[config.mk]
export PLATFORM = sky130hd
export DESIGN_NAME = fifo_byte_serializer
export DESIGN_NICKNAME = d
export VERILOG_FILES = /design/src/rtl/fifo_ser_pkg.sv /design/src/rtl/ser_bit_timer.sv /design/src/rtl/fifo_byte_serializer.sv
export SDC_FILE = /design/constraint.sdc
export NUM_CORES = 1
export LEC_CHECK = 0
export ABC_AREA = 1
export CORE_ASPECT_RATIO = 0.75
export CORE_MARGIN = 4
export CORE_UTILIZATION = 56
export DETAILED_ROUTE_END_ITERATION = 16
export PLACE_DENSITY = 0.82
export SYNTH_ARGS = -nofsm -noshare
export SYNTH_HDL_FRONTEND = slang
export SYNTH_HIERARCHICAL = 1
export SYNTH_SLANG_ARGS = --single-unit
[constraint.sdc]
create_clock -name clock -period 4.1 [get_ports clock]
set_input_delay 0.82 -clock clock [delete_from_list [all_inputs] [get_ports clock]]
set_output_delay 0.82 -clock clock [all_outputs]
set_load 0.02 [all_outputs]
[src/rtl/fifo_ser_pkg.sv]
// Shared types and constants for the FIFO byte serializer.
// FIFO_SER_PARITY_EN adds the PAR state to the state enum.
package fifo_ser_pkg;

    localparam int   DATA_W_DEF = 8;
    localparam logic IDLE_LEVEL = 1'b1;

    typedef enum logic [2:0] {
        IDLE  = 3'd0,
        REQ   = 3'd1,
        LOAD  = 3'd2,
        START = 3'd3,
        DATA  = 3'd4,
`ifdef FIFO_SER_PARITY_EN
        PAR   = 3'd5,
`endif
        STOP  = 3'd6
    } ser_state_t;

endpackage

[src/rtl/ser_bit_timer.sv]
// Bit-period counter: counts 0..CLKS_PER_BIT-1 while enabled, tick on terminal count.
// Latency: tick is combinational from the count register; no backpressure.
module ser_bit_timer #(
    parameter int CLKS_PER_BIT = 16,
    parameter int CNT_W        = $clog2(CLKS_PER_BIT)
) (
    input  logic             clock,
    input  logic             reset,
    input  logic             clear,
    input  logic             enable,
    output logic [CNT_W-1:0] count,
    output logic             tick
);
    localparam logic [CNT_W-1:0] LAST = CNT_W'(CLKS_PER_BIT - 1);

    assign tick = enable && (count == LAST);

    always_ff @(posedge clock) begin
        if (reset || clear) begin
            count <= '0;
        end else if (tick) begin
            count <= '0;
        end else if (enable) begin
            count <= count + 1'b1;
        end
    end

endmodule

[src/rtl/fifo_byte_serializer.sv]
// Pops one byte per frame from a FIFO and sends start, LSB-first data, [even parity], stop.
// Latency: fifo_rd one cycle after a non-empty IDLE, start bit two cycles later; FIFO is only read when idle.
// FIFO_SER_PARITY_EN compiles in the parity bit between data and stop.
module fifo_byte_serializer
    import fifo_ser_pkg::*;
#(
    parameter int CLKS_PER_BIT = 16,
    parameter int DATA_W       = DATA_W_DEF
) (
    input  logic              clock,
    input  logic              reset,
    input  logic              fifo_empty,
    input  logic [DATA_W-1:0] fifo_data,
    output logic              fifo_rd,
    output logic              tx,
    output logic              busy,
    output logic              frame_done
);
    localparam int IDX_W = $clog2(DATA_W) + 1;
    localparam int CNT_W = $clog2(CLKS_PER_BIT);
    localparam logic [IDX_W-1:0] LAST_IDX = IDX_W'(DATA_W);
    localparam logic [CNT_W-1:0] PRE_LAST = CNT_W'(CLKS_PER_BIT - 2);

    ser_state_t        state, state_nxt;
    logic [DATA_W-1:0] shift, shift_nxt;
    logic [IDX_W-1:0]  idx, idx_nxt;
    logic [CNT_W-1:0]  bit_cnt;
    logic              bit_tick, tmr_clear, tmr_en;
    logic              tx_nxt, fifo_rd_nxt, frame_done_nxt;
`ifdef FIFO_SER_PARITY_EN
    logic              parity, parity_nxt;
`endif

    assign tmr_clear = (state == LOAD);
    assign tmr_en    = (state != IDLE) && (state != REQ) && (state != LOAD);
    assign busy      = (state != IDLE);

    ser_bit_timer #(
        .CLKS_PER_BIT(CLKS_PER_BIT),
        .CNT_W       (CNT_W)
    ) u_bit_timer (
        .clock (clock),
        .reset (reset),
        .clear (tmr_clear),
        .enable(tmr_en),
        .count (bit_cnt),
        .tick  (bit_tick)
    );

    always_ff @(posedge clock) begin
        if (reset) begin
            state <= IDLE;
        end else begin
            state <= state_nxt;
        end
    end

    always_comb begin
        state_nxt = state;
        shift_nxt = shift;
        idx_nxt   = idx;
`ifdef FIFO_SER_PARITY_EN
        parity_nxt = parity;
`endif
        case (state)
            IDLE:  if (!fifo_empty) state_nxt = REQ;
            REQ:   state_nxt = LOAD;
            LOAD: begin
                shift_nxt = fifo_data;
                idx_nxt   = '0;
`ifdef FIFO_SER_PARITY_EN
                parity_nxt = ^fifo_data;
`endif
                state_nxt = START;
            end
            START: if (bit_tick) state_nxt = DATA;
            DATA: begin
                if (bit_tick) begin
                    shift_nxt = shift >> 1;
                    idx_nxt   = idx + 1'b1;
                    if (idx_nxt == LAST_IDX) begin
`ifdef FIFO_SER_PARITY_EN
                        state_nxt = PAR;
`else
                        state_nxt = STOP;
`endif
                    end
                end
            end
`ifdef FIFO_SER_PARITY_EN
            PAR:   if (bit_tick) state_nxt = STOP;
`endif
            STOP:  if (bit_tick) state_nxt = IDLE;
            default: state_nxt = IDLE;
        endcase

        // Outputs are registered from the next state so they line up with the state they belong to.
        fifo_rd_nxt    = (state_nxt == REQ);
        frame_done_nxt = (state == STOP) && (bit_cnt == PRE_LAST);
        case (state_nxt)
            START:   tx_nxt = 1'b0;
            DATA:    tx_nxt = shift_nxt[0];
`ifdef FIFO_SER_PARITY_EN
            PAR:     tx_nxt = parity_nxt;
`endif
            default: tx_nxt = IDLE_LEVEL;
        endcase
    end

    always_ff @(posedge clock) begin
        if (reset) begin
            shift      <= '0;
            idx        <= '0;
            tx         <= IDLE_LEVEL;
            fifo_rd    <= 1'b0;
            frame_done <= 1'b0;
`ifdef FIFO_SER_PARITY_EN
            parity     <= 1'b0;
`endif
        end else begin
            shift      <= shift_nxt;
            idx        <= idx_nxt;
            tx         <= tx_nxt;
            fifo_rd    <= fifo_rd_nxt;
            frame_done <= frame_done_nxt;
`ifdef FIFO_SER_PARITY_EN
            parity     <= parity_nxt;
`endif
        end
    end

endmodule

== Word-level counts from Yosys, hierarchy flattened ==
Cells that the tools add are included.
Word-level totals
  register bits: 22
  output and inout port bits: 4
  input port bits: 11
Operators by class
  equality and inequality tests: 14
  $add $sub $neg: 2
  reduce and logical (&&, ||, !) cells: 10
  muxes and demuxes: 11
Operator list (number)
  3-bit case mux with 6 select lines: 1
  8-bit case mux with 2 select lines: 1
  3-bit two-way mux: 5
  4-bit == test (second input constant): 3
  3-bit by 2-bit == test with 1-bit output (second input constant): 3
  3-bit == test (second input constant): 3
  4-bit by 1-bit adder with 4-bit output (second input constant): 2
  8-bit two-way mux: 1
  4-bit case mux with 2 select lines: 1
  3-bit by 1-bit == test with 1-bit output (second input constant): 2
  1-bit logical AND: 4
  4-bit two-way mux: 1
  3-bit zero test: 1
  3-bit by 1-bit != test with 1-bit output (second input constant): 1
  3-bit by 2-bit != test with 1-bit output (second input constant): 1
  3-bit nonzero test: 1
  2-bit != test (second input constant): 1
  1-bit case mux with 2 select lines: 1
  2-bit AND reduction: 1
  2-bit nonzero test: 1
  2-bit OR reduction: 1
  1-bit logical OR: 1

== Longest topological paths before layout ==
  depth after elaboration: 8
  mapped depth: 13
  gate-level depth less buffers: 13

== Hierarchy ==
The synthesis kept the hierarchy.
Modules (own cells, without submodules)
  fifo_byte_serializer: area each 855.8 um^2, sequential area each 360.3 um^2, times used 1, cells each 118
  ser_bit_timer: area each 186.4 um^2, sequential area each 80.1 um^2, times used 1, cells each 26

== Worst setup path before layout ==
OpenSTA, ideal clock, no wires.
  kind: reg-to-reg
  start point: reg state[1]
  end point: reg tx
  buffers on the path: 0
  data arrival time: 1984 ps
  cell stages (with the launch flop): 14
  required time: 3987 ps
  setup slack: 2004 ps
  period minus slack after synthesis: 2096 ps
  setup time: 113 ps
  path through: dfxtp_1 inv_1 o21ai_0 nand3_1 nor2_1 inv_1 nand2_1 nand2_1 nand3_1 nand3_1 nor2_1 nand2_1 nand2_1 nand2_1
Between the ends
  longest elaborated chain between the ends: 8
  elaborated cells on any way between the ends: 23
RTL lines
  start: declaration: RTL line fifo_byte_serializer.sv:24  | ser_state_t state, state_nxt;
  start signal: assignment: RTL line fifo_byte_serializer.sv:54  | state <= state_nxt;
  3-bit by 1-bit != test with 1-bit output / 3-bit nonzero test (equally long branches): RTL line fifo_byte_serializer.sv:35  | assign tmr_en = (state != IDLE) && (state != REQ) && (state != LOAD);
  1-bit logical AND: RTL line fifo_byte_serializer.sv:35
  1-bit logical AND *: RTL line fifo_byte_serializer.sv:35
  via tmr_en: RTL line fifo_byte_serializer.sv:28  | logic bit_tick, tmr_clear, tmr_en;
  1-bit logical AND *: RTL line ser_bit_timer.sv:16  | assign tick = enable && (count == LAST);
  via bit_tick: RTL line fifo_byte_serializer.sv:28
  3-bit two-way mux, on equally long branches: RTL line fifo_byte_serializer.sv:93, fifo_byte_serializer.sv:76, fifo_byte_serializer.sv:78
  3-bit case mux with 6 select lines: RTL line fifo_byte_serializer.sv:65  | case (state)
  3-bit == test / 3-bit by 2-bit == test with 1-bit output (equally long branches): RTL line fifo_byte_serializer.sv:100  | case (state_nxt)
  1-bit case mux with 2 select lines *: RTL line fifo_byte_serializer.sv:100
  end signal: assignment: RTL line fifo_byte_serializer.sv:123  | tx <= tx_nxt;
  end: declaration: RTL line fifo_byte_serializer.sv:15  | output logic tx,
Mark *: on every way through the listed nets, which the timed path passes. The rest lies on a longest branch. The select of a mux whose other input is x is not followed.
A chain may end at the register's enable or synchronous reset.

== Worst setup path after layout ==
  start point: reg state[0]
  end point: reg tx
The elaborated chain is that of the path after synthesis.

==> qor.yml <==
first_iter_violations: 22
power.density_nw_per_um2: 376
first_pass_iters: 4
ys_warn_count: 6
die_h_um: 45.4
cts_resized: 0
dp_hpwl_um: 1580
cts_buffers: 3
worstMarginPinSlew_ns: 0.649
fin_cells: 180
synth_seq_cells: 22
initial_core_util_pct: 59.9
placed_area_um2: 1180
startpoint_type: "register"
core_area_um2: 1740
setup_viol: 0
synth_async_sr_flop_share_pct: 0
clk_pin_slew_ns: 0.13
layout_worst_path_cycle_share_pct: 62.3
drc_errors: 0
ant_nets: 0
cts_tree: "yes"
synth-edff-count: 0
slew_violations: 0
critPathMaxStageDelay_ns: 0.53
dp_cells: 176
dominantRegCellSynth: "dfxtp_1"
min_period_ns: 2.55
total_power_uw: 464
arrival_ns: 2.82
rsz0062_at_grt: "false"
synthToLayoutAreaGrowth_pct: 18.2
finish.net_count: 172
vdd_drop_max_mv: 0.255
syn_nets: 157
cts_sinks: 22
grt_pass1_vias: 910
synth_area_um2: 1040
io_buffers: 14
post-cts-setup-buffers: 0
clockRootBuffer: "clkbuf_4"
cp_num_buf_inv: 2
drv_cap: 0
layout_setup_ws_ns: 1.55
slew-limit-headroom_pct: 56.3
wl_per_cell_um: 11.9
avgSynthCellArea_um2: 7.24
cpLargestDelayFamily: "simple AND/OR/NAND/NOR gates"
syn-instance-count: 144
cts_buffer_depth: 2
wirelength_um: 2130
cp-end-kind: "register"
place_ws_ns: 1.66
path_cells: "inv_1 -> o21ai_0 -> nand3_1 -> nor2_1 -> inv_1 -> nor2_8 -> nand3_1 -> nand2_1 -> nand2_1 -> nand2_1 -> nand2_1 -> nand2_1"
clk_latency_ns: 0.32
vias: 940
gp_congestion: 0.836
antenna_found_initial: 0
hold_class: "register to register"
clock_skew_ns: 0.00864
antenna_cells: 0
grt.overflow.total: 0
die_w_um: 57.8
grt.total_usage_pct: 19.3
ctsHoldBuffers: 0
synth-seq-area-share_pct: 42.3
viasPerCell: 5.22
max_freq_mhz: 392
grt_first_pass_wirelength_um: 3770
p_leak_nw: 0.501
htree_levels: 1
die-area_um2: 2620
crit_fanout: 13
synth_cell_type_count: 22
slowest_stage: "o21ai_0"
worstPathRequired_ns: 4.36
tns_ns: 0
io_pins: 15
grt_max_degree: 18
cp_common_cell: "nand2_1"
final-hold-violation-count: 0
drive_gt1_share_pct: 7.59
status: "complete, no violations"
rows: 13
stdcell_area_um2: 1230
critPathKind: "register to register"
kinds of logic after synthesis:
family                   share of synthesized area (%)
XOR/XNOR                                         0.840
flip-flops                                        42.3
adder cells (fa/ha/maj)                           2.40
AO/OA/AOI/OAI                                     12.6
buffers and inverters                             6.84
AND/OR/NAND/NOR                                   35.1
where the power goes:
group	total [mW]	switching [mW]	internal [mW]
registers	0.232	0.00821	0.223
logic	0.0641	0.0356	0.0285
clock network	0.168	0.0692	0.0989
total	0.464	0.113	0.351
flip-flops by register name (all words and copies together), names as in the netlist:
register	cells
tx	1
state	3
frame_done	1
shift	8
u_bit_timer/count	4
fifo_rd	1
idx	4
through the flow:
stage | utilization (%) | hold slack (ns)
3_3_place_gp | 67.8 | 0.453
6_report | 70.8 | 0.474
3_5_place_dp | 67.8 | 0.457
5_1_grt | 70.8 | 0.500
4_1_cts | 70.8 | 0.475
2_1_floorplan | - | 0.439
area by class of cell:
type	instances	area [um^2]
multi-input cells	107	531
repair buffers	14	140
fillers	165	508
clock buffers	3	22.5
well taps	22	27.5
clock inverters	1	30.0
flip-flops and latches	22	440
inverters	11	41.3
layout by cell type, fill, tap and decap left out, types with 3 or more instances in the layout:
cell type        instances
nand2_1                 48
dfxtp_1                 22
nor2_1                  18
clkdlybuf4s50_1         14
inv_1                   10
nand3_1                  8
a21oi_1                  7
a31oi_1                  7
o21ai_0                  4
clkbuf_4                 3
per-layer routing:
layer / vias up / share of wire (%) / global-route usage (%) / wire [um]
met5: - / 0 / 0 / 0
met2: 26 / 45 / 31.8 / 958
li1: 497 / - / - / -
met3: 5 / 6.8 / 7.14 / 144
met1: 412 / 47 / 21.9 / 1000
met4: 0 / 1.2 / 10.6 / 26
cells in the mapped netlist, types with 2 or more instances:
| library cell | instances | area share, % |
|---|---|---|
| a31oi_1 | 7 | 4.2 |
| nand3_1 | 8 | 3.8 |
| clkbuf_1 | 2 | 0.72 |
| nand4_1 | 2 | 1.2 |
| dfxtp_1 | 22 | 42 |
| o21ai_0 | 4 | 1.9 |
| o21ai_2 | 2 | 1.7 |
| ha_1 | 2 | 2.4 |
| nor2_4 | 2 | 2.2 |
| nor2_1 | 18 | 6.5 |
| buf_6 | 2 | 2.2 |
| inv_1 | 10 | 3.6 |
| nand2_1 | 48 | 17 |
| a21oi_1 | 7 | 3.4 |
tightest hold or removal path: stages, from the launching register on:
cell,delay (ns)
dfxtp_1,0.33
nand2_1,0.06
a21oi_1,0.05
final timing paths:
path	startpoint	end	slack, ns	depth (start not counted)
max	state[0]	tx	1.55	12
min reg2reg	shift[7]	shift[7]	0.47	2
max reg2reg	state[0]	tx	1.55	12
min	shift[7]	shift[7]	0.47	2
No activity file was read; power rests on OpenSTA's default activity.
